<file path="config.mk">
export PLATFORM = sky130hd
export DESIGN_NAME = axi_read_protocol
export DESIGN_NICKNAME = d
export VERILOG_FILES = /design/src/rtl/axi_pkg.sv /design/src/rtl/axi_rd_beat_addr.sv /design/src/rtl/axi_read_protocol.sv
export SDC_FILE = /design/constraint.sdc
export NUM_CORES = 1
export LEC_CHECK = 0
export BUFFER_PORTS_ARGS = -buffer_cell sky130_fd_sc_hd__buf_2
export CAP_MARGIN = 30
export CORE_MARGIN = 10
export CORE_UTILIZATION = 43
export CTS_CLUSTER_DIAMETER = 60
export DETAILED_ROUTE_END_ITERATION = 16
export HOLD_SLACK_MARGIN = 0.12
export PLACE_DENSITY_LB_ADDON = 0.1
export SLEW_MARGIN = 20
export SYNTH_ARGS = -nofsm -noshare
export SYNTH_HDL_FRONTEND = slang
export SYNTH_HIERARCHICAL = 1
export SYNTH_SLANG_ARGS = --single-unit
</file>
<file path="constraint.sdc">
create_clock -name axi_aclk -period 1.5 [get_ports axi_aclk]
set_clock_uncertainty 0.15 [all_clocks]
set_input_delay 0 -clock axi_aclk [delete_from_list [all_inputs] [get_ports axi_aclk]]
set_output_delay 0 -clock axi_aclk [all_outputs]
set_load 0.005 [all_outputs]
</file>
<file path="src/rtl/axi_pkg.sv">
// axi_pkg: handshake state encoding and burst types shared by the AXI read/write path FSM models.
package axi_pkg;

  typedef enum logic [1:0] {
    HS_WAIT   = 2'b00,
    HS_COMMIT = 2'b01,
    HS_ASSERT = 2'b10
  } axi_hs_state_e;

  localparam logic [1:0] BURST_FIXED = 2'b00;
  localparam logic [1:0] BURST_INCR  = 2'b01;
  localparam logic [1:0] BURST_WRAP  = 2'b10;

  function automatic int unsigned beat_bytes(input logic [2:0] size);
    return 32'd1 << size;
  endfunction

endpackage

</file>
<file path="src/rtl/axi_rd_beat_addr.sv">
// axi_rd_beat_addr: per-beat address generator for FIXED/INCR/WRAP read bursts.
// Burst shape is captured on load so a queued AR cannot disturb the burst in flight.
module axi_rd_beat_addr
  import axi_pkg::*;
#(
  parameter int AW = 32
) (
  input  logic          axi_aclk,
  input  logic          rst,
  input  logic          load,
  input  logic          step,
  input  logic [AW-1:0] addr,
  input  logic [7:0]    len,
  input  logic [2:0]    size,
  input  logic [1:0]    burst,
  output logic [AW-1:0] beat_addr
);

  logic [7:0]    len_q;
  logic [2:0]    size_q;
  logic [1:0]    burst_q;
  logic [AW-1:0] incr;
  logic [AW-1:0] wrap_mask;
  logic [AW-1:0] incr_addr;
  logic [AW-1:0] addr_nxt;

  always_comb begin
    incr      = AW'(beat_bytes(size_q));
    wrap_mask = ((AW'(len_q) + AW'(1)) << size_q) - AW'(1);
    incr_addr = beat_addr + incr;
    addr_nxt  = beat_addr;
    case (burst_q)
      BURST_INCR: addr_nxt = incr_addr;
      BURST_WRAP: addr_nxt = (beat_addr & ~wrap_mask) | (incr_addr & wrap_mask);
      default:    addr_nxt = beat_addr;  // FIXED and reserved
    endcase
  end

  always_ff @(posedge axi_aclk) begin
    if (rst) begin
      beat_addr <= '0;
      len_q     <= '0;
      size_q    <= '0;
      burst_q   <= '0;
    end else if (load) begin
      beat_addr <= addr;
      len_q     <= len;
      size_q    <= size;
      burst_q   <= burst;
    end else if (step) begin
      beat_addr <= addr_nxt;
    end
  end

endmodule

</file>
<file path="src/rtl/axi_read_protocol.sv">
// axi_read_protocol: cycle-level AR/R read-path FSM model with a single outstanding burst.
// Define AXI_RD_BURST_ADDR_EN to add the axi_rbeat_addr per-beat address output.
module axi_read_protocol
  import axi_pkg::*;
#(
  parameter int AW = 32,
  parameter int DW = 64
) (
  input  logic          axi_aclk,
  input  logic          rst,
  input  logic [AW-1:0] araddr_in,
  input  logic [7:0]    arlen_in,
  input  logic [2:0]    arsize_in,
  input  logic [1:0]    arburst_in,
  input  logic          arvalid_in,
  input  logic [DW-1:0] rdata_in,
  input  logic [1:0]    rresp_in,
  input  logic          rvalid_in,
  input  logic          rready_in,
  output logic [AW-1:0] axi_araddr,
  output logic [7:0]    axi_arlen,
  output logic [2:0]    axi_arsize,
  output logic [1:0]    axi_arburst,
  output logic          axi_arvalid,
  output logic          axi_arready,
  output logic [DW-1:0] axi_rdata,
  output logic [1:0]    axi_rresp,
  output logic          axi_rlast,
  output logic          axi_rvalid,
  output logic          axi_rready
`ifdef AXI_RD_BURST_ADDR_EN
  ,
  output logic [AW-1:0] axi_rbeat_addr
`endif
);

  axi_hs_state_e ar_state, ar_state_nxt;
  axi_hs_state_e r_state, r_state_nxt;
  logic          r_active, r_active_nxt;
  logic [7:0]    beats_left, beats_left_nxt;
  logic          arready_nxt, rready_nxt, rlast_nxt;
  logic          ar_latch, r_latch;
  logic          ar_commit, r_commit;

  assign ar_commit = (ar_state == HS_COMMIT);
  assign r_commit  = (r_state == HS_COMMIT);

  // State register (also holds the registered channel outputs)
  always_ff @(posedge axi_aclk) begin
    if (rst) begin
      ar_state    <= HS_WAIT;
      r_state     <= HS_WAIT;
      r_active    <= 1'b0;
      beats_left  <= '0;
      axi_arvalid <= 1'b0;
      axi_arready <= 1'b1;
      axi_araddr  <= '0;
      axi_arlen   <= '0;
      axi_arsize  <= '0;
      axi_arburst <= '0;
      axi_rvalid  <= 1'b0;
      axi_rready  <= 1'b0;
      axi_rlast   <= 1'b0;
      axi_rdata   <= '0;
      axi_rresp   <= '0;
    end else begin
      ar_state    <= ar_state_nxt;
      r_state     <= r_state_nxt;
      r_active    <= r_active_nxt;
      beats_left  <= beats_left_nxt;
      axi_arvalid <= (ar_state_nxt != HS_WAIT);
      axi_arready <= arready_nxt;
      axi_rvalid  <= (r_state_nxt != HS_WAIT);
      axi_rready  <= rready_nxt;
      axi_rlast   <= rlast_nxt;
      if (ar_latch) begin
        axi_araddr  <= araddr_in;
        axi_arlen   <= arlen_in;
        axi_arsize  <= arsize_in;
        axi_arburst <= arburst_in;
      end
      if (r_latch) begin
        axi_rdata <= rdata_in;
        axi_rresp <= rresp_in;
      end
    end
  end

  // Next-state logic
  always_comb begin
    ar_state_nxt = ar_state;
    case (ar_state)
      HS_WAIT:   if (arvalid_in) ar_state_nxt = r_active ? HS_ASSERT : HS_COMMIT;
      HS_COMMIT: ar_state_nxt = arvalid_in ? HS_ASSERT : HS_WAIT;
      HS_ASSERT: if (!r_active) ar_state_nxt = HS_COMMIT;
      default:   ar_state_nxt = HS_WAIT;
    endcase

    r_state_nxt = r_state;
    case (r_state)
      HS_WAIT:   if (r_active && rvalid_in) r_state_nxt = rready_in ? HS_COMMIT : HS_ASSERT;
      HS_ASSERT: if (rready_in) r_state_nxt = HS_COMMIT;
      HS_COMMIT: begin
        if (axi_rlast || !rvalid_in) r_state_nxt = HS_WAIT;
        else                         r_state_nxt = rready_in ? HS_COMMIT : HS_ASSERT;
      end
      default:   r_state_nxt = HS_WAIT;
    endcase
  end

  // Output / datapath logic
  always_comb begin
    ar_latch    = 1'b0;
    arready_nxt = axi_arready;
    case (ar_state)
      HS_WAIT: begin
        ar_latch    = arvalid_in;
        arready_nxt = !r_active;
      end
      HS_COMMIT: begin
        ar_latch    = arvalid_in;
        arready_nxt = 1'b0;
      end
      HS_ASSERT: if (!r_active) arready_nxt = 1'b1;
      default: ;
    endcase

    // With no burst in flight, R ignores the slave and keeps rready low.
    r_latch    = 1'b0;
    rready_nxt = axi_rready;
    case (r_state)
      HS_WAIT: begin
        r_latch    = r_active && rvalid_in;
        rready_nxt = r_active && rready_in;
      end
      HS_ASSERT: if (rready_in) rready_nxt = 1'b1;
      HS_COMMIT: begin
        r_latch    = !axi_rlast && rvalid_in;
        rready_nxt = !axi_rlast && rready_in;
      end
      default: ;
    endcase

    r_active_nxt   = r_active;
    beats_left_nxt = beats_left;
    rlast_nxt      = axi_rlast;
    if (ar_commit) begin
      r_active_nxt   = 1'b1;
      beats_left_nxt = axi_arlen;
      rlast_nxt      = (axi_arlen == 8'd0);
    end else if (r_commit) begin
      if (axi_rlast) begin
        r_active_nxt = 1'b0;
        rlast_nxt    = 1'b0;
      end else begin
        beats_left_nxt = beats_left - 8'd1;
        rlast_nxt      = (beats_left == 8'd1);
      end
    end
  end

`ifdef AXI_RD_BURST_ADDR_EN
  axi_rd_beat_addr #(
    .AW (AW)
  ) u_beat_addr (
    .axi_aclk  (axi_aclk),
    .rst       (rst),
    .load      (ar_commit),
    .step      (r_commit && !axi_rlast),
    .addr      (axi_araddr),
    .len       (axi_arlen),
    .size      (axi_arsize),
    .burst     (axi_arburst),
    .beat_addr (axi_rbeat_addr)
  );
`endif

endmodule

</file>
Yosys cells after proc, flatten, opt, wreduce, memory -nomap -nowiden
Index checks and enable logic that the tools add are counted.

word-level totals
  flip-flop bits (word level) = 129
  output and inout bits = 116

cells by class
  add/subtract/negate cells = 1
  equal/unequal tests = 8
  mux-type cells = 25
  reduce and logical (&&, ||, !) cells = 22

operator list
  cell                                                                    count
  8-bit two-way mux                                                       3
  2-bit two-way mux                                                       8
  2-bit case mux with 3 select lines                                      2
  1-bit two-way mux                                                       9
  8-bit by 1-bit equality test with 1-bit output (second input constant)  1
  8-bit zero test                                                         1
  2-bit AND reduction                                                     4
  2-bit nonzero test                                                      4
  8-bit by 1-bit subtractor with 8-bit output (second input constant)     1
  1-bit case mux with 3 select lines                                      2
  3-bit nonzero test                                                      2
  2-bit by 1-bit equality test with 1-bit output (second input constant)  2
  2-bit equality test (second input constant)                             2
  1-bit logical AND                                                       4
  2-bit zero test                                                         2
  2-bit != test (second input constant)                                   2
  1-bit zero test                                                         3
  2-bit by 1-bit != test with 1-bit output (second input constant)        1
  1-bit case mux with 2 select lines                                      1
  2-bit OR reduction                                                      1
  1-bit logical OR                                                        1

Depth between registers and ports, before layout
Gate-level depths: netlist of the first run.

  depth in word-level cells = 5
  depth in mapped cells = 8
  mapped depth without buffers = 5

Worst setup path after synthesis of the first run
Ideal clock, no wire load.

  path type = register to register
  from = register ar_state[1]
  to = register axi_arlen[7]
  setup time = 70 ps
  arrival = 1,398 ps
  path slack = -119 ps
  stages on the path, launching flop included = 8
  path buffers = 2
  path through = dfxtp_1 -> inv_1 -> ha_1 -> clkbuf_1 -> o21ai_2 -> buf_2 -> nand2_1 -> a21oi_1

between the ends
  longest elaborated chain between the ends = 3

ends and longest elaborated chain
  element                                         RTL line                  text
  from (decl)                                     axi_read_protocol.sv:37   axi_hs_state_e ar_state, ar_state_nxt;
  from (signal assigned)                          axi_read_protocol.sv:67   ar_state <= ar_state_nxt;
  2-bit by 1-bit equality test with 1-bit output  --
  net ar_commit                                   axi_read_protocol.sv:43   logic ar_commit, r_commit;
  2-bit OR reduction (no source line)             --
  1-bit two-way mux                               axi_read_protocol.sv:115  case (ar_state)
  to (signal assigned)                            axi_read_protocol.sv:78   axi_arlen <= arlen_in;
  to (decl)                                       axi_read_protocol.sv:21   output logic [7:0] axi_arlen,

The timed path passes the listed nets, and every way through them passes these cells.
A chain may end at the register's enable or synchronous reset.

Final worst setup path of the first run
  from = register ar_state[0]
  to = register axi_arlen[7]

The elaborated chain is that of the path after synthesis.

==> flow_metrics.py, run 1 <==
metrics = {
    "grt": {
        "grt_pass1_vias": 6460,
        "grt_start_max_net_pins": 56,
        "grt_pass1_wl_um": 33200,
        "gr-total-overflow": 0,
        "grt_use_total": 0.224,
        "antenna_found_initial": 2,
    },
    "placed_design": {
        "post-place-ws_ns": -0.126,
        "hpwlAfterDp_um": 12800,
        "finalWeightedCongestion": 0.816,
        "io_buffer_count": 231,
    },
    "power_and_ir_drop": {
        "p_leak_nw": 3.99,
        "switching_share": 0.285,
        "p_clk_frac": 0.382,
        "p_seq_frac": 0.361,
        "p_switching_mw": 3.14,
        "vdd_drop_max_v": 0.000837,
        "comb_power_share": 0.258,
        "fin_total_pwr_mw": 11.0,
        "intPower_mw": 7.88,
        "power_density_mw_per_mm2": 1150,
    },
    "synthesis": {
        "synthMuxAreaShare": 0.00183,
        "syn_area_mm2": 0.00546,
        "ys_seq_area_frac": 0.473,
        "synthesis.instances": 625,
        "ys_async_sr_fraction": 0,
        "synth_warnings": 6,
        "yosys-top-cells-area": "dfxtp_1, a21oi_1, o211ai_1",
        "ys_ff_latch": 129,
        "syn-mean-instance-area_um2": 8.74,
        "synth_top_area_frac": 0.473,
        "ys.flop_type": "dfxtp_1",
        "synthSimpleGateAreaFrac": 0.115,
        "synth_cell_types": 44,
        "synth.net_count": 747,
        "netlist_top_cells_count": "dfxtp_1, a21oi_1, nand2_1",
        "synth.largest_area_cell": "dfxtp_1",
        "synthAdderAreaFrac": 0.0137,
        "synthXorXnorAreaFrac": 0.00321,
        "synth-edff-count": 0,
        "synth_most_common_cell": "dfxtp_1",
        "synth_top_family_by_area": "compound AO/OA/AOI/OAI gates",
        "synth-compound-area-share": 0.327,
    },
    "outcome": {
        "violations": "negative setup slack",
        "status": "complete, but fails checks",
    },
    "critical_path": {
        "endpoint": "axi_arlen[7]",
        "r2r_setup_slack_ns": -0.11,
        "arrival_ns": 1.80,
        "end_kind": "flop",
        "worstReg2RegEnd": "axi_arlen[7]",
        "critPathMaxFanout": 6,
        "critical_path.slowest_cell": "dfxtp_4",
        "r2r-start": "ar_state[0]",
        "startpoint_type": "flop",
        "setup.worst_path.start": "ar_state[0]",
        "required_ns": 1.69,
        "reg2regPathDepth": 7,
        "cp_cell_sequence": "buf_6 -> ha_4 -> o21ai_4 -> buf_12 -> clkbuf_16 -> nand2_2 -> a21oi_1",
        "max_stage_delay_ns": 0.35,
        "path_class": "reg -> reg",
    },
    "die": {
        "initial_core_util": 0.436,
        "num_rows": 41,
        "die-area_mm2": 0.0176,
        "die_w_um": 133,
        "fp.dieH_um": 133,
        "core_area_mm2": 0.0125,
        "io_pins": 232,
    },
    "cells_and_area": {
        "synthToLayoutAreaGrowth_pct": 75.4,
        "drive_above_1_share": 0.417,
        "fin_nets": 1104,
        "nFillCells": 861,
    },
    "clock_tree": {
        "worstSkewPairLatency_ns": 0.42,
        "cts_buffers": 17,
        "clockRootBuffer": "clkbuf_16",
        "cts_tree": "built",
        "cts.sinks": 129,
        "htreeDepth": 4,
        "clock_tree.buffer_depth": 2,
        "clk_pin_slew_ns": 0.06,
    },
    "drt": {
        "drc": 0,
        "ant_nets": 0,
        "first_iter_violations": 545,
        "wl_per_cell_um": 19.9,
        "avgViaCountPerCell": 5.66,
        "drtPass1Iterations": 5,
        "wl_um": 23200,
        "via_count": 6611,
    },
    "timing": {
        "layout_min_cycle_time_ns": 1.61,
        "fin_ws_ns": -0.109,
        "final.period_utilization": 1.07,
        "hold_viol_final": 0,
        "tightest_slew_ns": 0.401,
        "rsz0062_at_grt": "true",
        "drv_slew": 0,
        "max_freq_ghz": 0.622,
        "setup_violations": 37,
        "fin_tns_setup_ns": -1.52,
        "slew_headroom": 0.730,
    },
    "hold_path": {
        "hold_path_class": "in -> reg",
    },
    "job": {
        "drv_cap": 0,
    },
}
[power by group through the flow]
| stage | sequential [mW] | clock [mW] | combinational, mW |
|---|---|---|---|
| finish | 3.98 | 4.20 | 2.84 |
| global route | 4.01 | 4.44 | 3.04 |
| CTS | 3.93 | 4.27 | 2.31 |
| detailed placement | 4.00 | 0 | 1.99 |
| global placement | 3.99 | 0 | 1.95 |
| floorplan | 4.00 | 0 | 1.10 |
[what timing repair did]
item / 4_1_cts / 5_1_grt
gates resized for setup: 13 / 78
hold buffers: 115 / 0
endpoints found under the hold margin: 129 / 0
gates cloned: 0 / 12
endpoints found under the setup margin: 113 / 122
setup buffers: 5 / 7
pin swaps: 3 / 31
[sequential cells by signal (all words and copies together) (netlist names)]
register	count
ar_state	2
axi_araddr	32
axi_arburst	2
axi_arlen	8
axi_arready	1
axi_arsize	3
axi_arvalid	1
axi_rdata	64
axi_rlast	1
axi_rready	1
axi_rresp	2
axi_rvalid	1
beats_left	8
r_active	1
r_state	2
[layout by cell type, fill, tap and decap left out, types with 5 or more instances in the layout]
| master | synthesis | layout |
|---|---|---|
| buf_2 | 38 | 230 |
| dfxtp_1 | 129 | 121 |
| dlygate4sd3_1 | 0 | 115 |
| a21oi_1 | 116 | 103 |
| nand2_1 | 92 | 82 |
| o211ai_1 | 66 | 66 |
| o31ai_1 | 66 | 33 |
| o31ai_2 | 0 | 33 |
| clkbuf_16 | 0 | 26 |
| buf_4 | 3 | 25 |
| buf_12 | 0 | 21 |
| a21oi_2 | 0 | 13 |
| nand2_2 | 0 | 8 |
| inv_1 | 9 | 7 |
| buf_6 | 0 | 7 |
| clkinv_2 | 0 | 6 |
| nor2b_1 | 7 | 5 |
| a211oi_1 | 8 | 5 |
| nor2_1 | 7 | 5 |
[worst min-delay path by stage]
| stage | slack (ns) | start | cells past startpoint | end |
|---|---|---|---|---|
| 2_1_floorplan | -0.07 | rready_in | 1 | r_state[1] |
| 3_3_place_gp | 0.06 | rready_in | 2 | r_state[1] |
| 3_5_place_dp | 0.07 | rready_in | 2 | r_state[1] |
| 4_1_cts | 0.20 | araddr_in[12] | 4 | axi_araddr[12] |
| 5_1_grt | 0.21 | rready_in | 3 | r_state[1] |
| 6_report | 0.21 | araddr_in[17] | 4 | axi_araddr[17] |
[metal layers]
layer  wire length (µm)  GRT usage
met3               2000     0.0829
met5                  0          0
met1               8710      0.256
met2              11500      0.361
met4               1020      0.114
[cell families after synthesis]
logic type,after synthesis
flip-flops,129
XOR/XNOR,2
buffers and inverters,80
AND/OR/NAND/NOR,134
multiplexers,1
AO/OA/AOI/OAI,273
adder cells (fa/ha/maj),6
[worst max-delay path: cells and delay by family (launching register included)]
kind / cells / cell delay [ns]
adder cells (fa/ha/maj): 1 / 0.17
AO/OA/AOI/OAI: 2 / 0.37
flip-flops: 1 / 0.35
AND/OR/NAND/NOR: 1 / 0.06
buffers and inverters: 3 / 0.44
[per-stage QoR]
stage                     hold slack (ns)  utilization  area [µm²]  std cells
after floorplan                   -0.0715            -        5520        625
after global placement             0.0601        0.562        7030        996
after detailed placement           0.0679        0.562        7030        996
after CTS                           0.197        0.710        8880       1148
after global routing                0.215        0.765        9580       1169
final                               0.213        0.765        9580       1169
[cell type report]
cell class              count  area, µm²  area share
multi-input cells         416       2880       0.301
well taps                 172        215      0.0225
repair buffers            408       3230       0.337
inverters                  10       37.5     0.00392
clock buffers              21        470      0.0491
diodes                      2       5.00    0.000523
flip-flops and latches    129       2600       0.272
clock inverters            11        135      0.0141
Note: power is estimated with default switching activity, not from simulation.
==> inputs of run 2 (changes only) <==
--- a/config.mk
+++ b/config.mk
@@ -13,6 +13,7 @@
 export DETAILED_ROUTE_END_ITERATION = 16
 export HOLD_SLACK_MARGIN = 0.12
 export PLACE_DENSITY_LB_ADDON = 0.1
+export RECOVER_POWER = 25
 export SLEW_MARGIN = 20
 export SYNTH_ARGS = -nofsm -noshare
 export SYNTH_HDL_FRONTEND = slang
==> flow_metrics.py, run 2 (synthesis gave the netlist of run 1 again) <==
metrics = {
    "critical_path": {
        "cp_cell_sequence": "buf_6 -> ha_4 -> o21ai_4 -> buf_12 -> clkbuf_16 -> nand2_2 -> a21oi_1",
        "path_class": "reg -> reg",
        "worstReg2RegEnd": "axi_arlen[7]",
        "arrival_ns": 1.80,
        "reg2regPathDepth": 7,
        "critPathMaxFanout": 6,
        "critical_path.slowest_cell": "dfxtp_4",
        "end_kind": "flop",
        "r2r-start": "ar_state[0]",
        "max_stage_delay_ns": 0.35,
        "required_ns": 1.69,
        "r2r_setup_slack_ns": -0.10,
        "startpoint_type": "flop",
    },
    "power_and_ir_drop": {
        "power_density_mw_per_mm2": 1150,
        "vdd_drop_max_v": 0.000838,
        "intPower_mw": 7.86,
        "p_switching_mw": 3.15,
        "p_seq_frac": 0.362,
        "p_leak_nw": 3.83,
        "switching_share": 0.286,
        "p_clk_frac": 0.382,
        "comb_power_share": 0.256,
    },
    "clock_tree": {
        "worstSkewPairLatency_ns": 0.42,
        "clock_tree.buffer_depth": 2,
        "clockRootBuffer": "clkbuf_16",
        "cts.sinks": 129,
        "clk_pin_slew_ns": 0.06,
        "cts_tree": "built",
        "htreeDepth": 4,
        "cts_buffers": 17,
    },
    "hold_path": {
        "hold_path_class": "in -> reg",
        "min_from": "araddr_in[17]",
        "hold-path-endpoint": "axi_araddr[17]",
        "hold_path_depth": 4,
    },
    "cells_and_area": {
        "layoutNonFillerInstCount": 1169,
        "drive_above_1_share": 0.378,
        "final_common_cell": "buf_2",
        "reg_top3": "axi_rdata (64), axi_araddr (32)",
        "synthToLayoutAreaGrowth_pct": 74.5,
        "largest_register_ffs": 64,
        "most-common-layout-cells": "buf_2, dfxtp_1, dlygate4sd3_1",
        "fin_util": 0.761,
        "largest_register": "axi_rdata",
        "fin_nets": 1104,
    },
    "timing": {
        "fin_hold_ws_ns": 0.214,
        "fin_ws_ns": -0.104,
        "drv_slew": 0,
        "fin_tns_setup_ns": -1.43,
        "layout_min_cycle_time_ns": 1.60,
        "final.period_utilization": 1.07,
        "slew_headroom": 0.729,
        "hold_viol_final": 0,
        "setup_violations": 36,
        "tightest_slew_ns": 0.403,
        "max_freq_ghz": 0.624,
        "rsz0062_at_grt": "true",
    },
    "die": {
        "core_area_mm2": 0.0125,
        "io_pins": 232,
        "die_w_um": 133,
        "fp.dieH_um": 133,
        "initial_core_util": 0.436,
        "num_rows": 41,
        "die-area_mm2": 0.0176,
    },
    "drt": {
        "avgViaCountPerCell": 5.66,
        "via_count": 6615,
        "drc": 0,
        "wl_per_cell_um": 19.9,
        "ant_nets": 0,
        "first_iter_violations": 579,
        "drtPass1Iterations": 5,
        "wl_um": 23300,
    },
    "placed_design": {
        "io_buffer_count": 231,
        "finalWeightedCongestion": 0.816,
        "post-place-ws_ns": -0.126,
        "dpl.cell_count": 996,
        "hpwlAfterDp_um": 12800,
    },
    "grt": {
        "grt_pass1_vias": 6460,
        "gr-total-overflow": 0,
        "antenna_found_initial": 2,
        "grt_start_max_net_pins": 56,
        "grt_use_total": 0.224,
        "grt_pass1_wl_um": 33200,
    },
    "outcome": {
        "status": "complete, but fails checks",
        "violations": "negative setup slack",
    },
    "job": {
        "drv_cap": 0,
    },
}
run 2: changes by cell type in the layout (fill, tap and decap cells not counted):
cell	change
buf_2	-39
clkbuf_1	+39
run 2: routing by layer:
layer  global-route usage  wire [µm]
met5                    0          0
met4                0.114       1020
met3               0.0829       1900
met2                0.361      11500
met1                0.256       8860
run 2: worst max path at each step:
stage | start | endpoint | slack [ns] | depth (start not counted)
after CTS | ar_state[0] | axi_arvalid | -0.04 | 5
after floorplan | ar_state[0] | axi_arvalid | 0.007 | 5
final | ar_state[0] | axi_arlen[7] | -0.10 | 7
after global placement | ar_state[0] | axi_arvalid | -0.08 | 5
after global routing | ar_state[0] | axi_arlen[7] | -0.15 | 7
after detailed placement | ar_state[0] | axi_arvalid | -0.13 | 5
run 2: per-stage QoR:
stage	cell area, µm²	power [mW]
CTS	8880	10.5
detailed placement	7030	5.99
finish	9530	11.0
global placement	7030	5.93
global route	9530	11.5
floorplan	5520	5.10
run 2: area by class of cell:
class | instances | area (µm²)
well taps | 172 | 215
clock inverters | 11 | 135
fillers | 888 | 2990
repair buffers | 408 | 3180
flip-flops and latches | 129 | 2600
diodes | 2 | 5.00
inverters | 10 | 37.5
clock buffers | 21 | 470
multi-input cells | 416 | 2880
run 2: power groups by stage:
stage / Clock (mW) / Sequential, mW / Combinational [mW]
6_report: 4.21 / 3.98 / 2.82
3_3_place_gp: 0 / 3.99 / 1.95
4_1_cts: 4.27 / 3.93 / 2.31
3_5_place_dp: 0 / 4.00 / 1.99
5_1_grt: 4.44 / 4.01 / 3.02
2_1_floorplan: 0 / 4.00 / 1.10
run 2: timing repair:
item,in CTS,in global routing
pin swaps,3,31
cloned,0,12
endpoints found under the hold margin,129,0
setup buffers,5,7
resized for setup,13,78
endpoints found under the setup margin,113,122
hold buffers,115,0
run 2: worst max-delay path, delay by kind of cell (launching register included):
| kind | cells | cell delay, ns |
|---|---|---|
| buffers and inverters | 3 | 0.44 |
| AO/OA/AOI/OAI | 2 | 0.37 |
| flip-flops | 1 | 0.35 |
| adder cells (fa/ha/maj) | 1 | 0.17 |
| AND/OR/NAND/NOR | 1 | 0.06 |
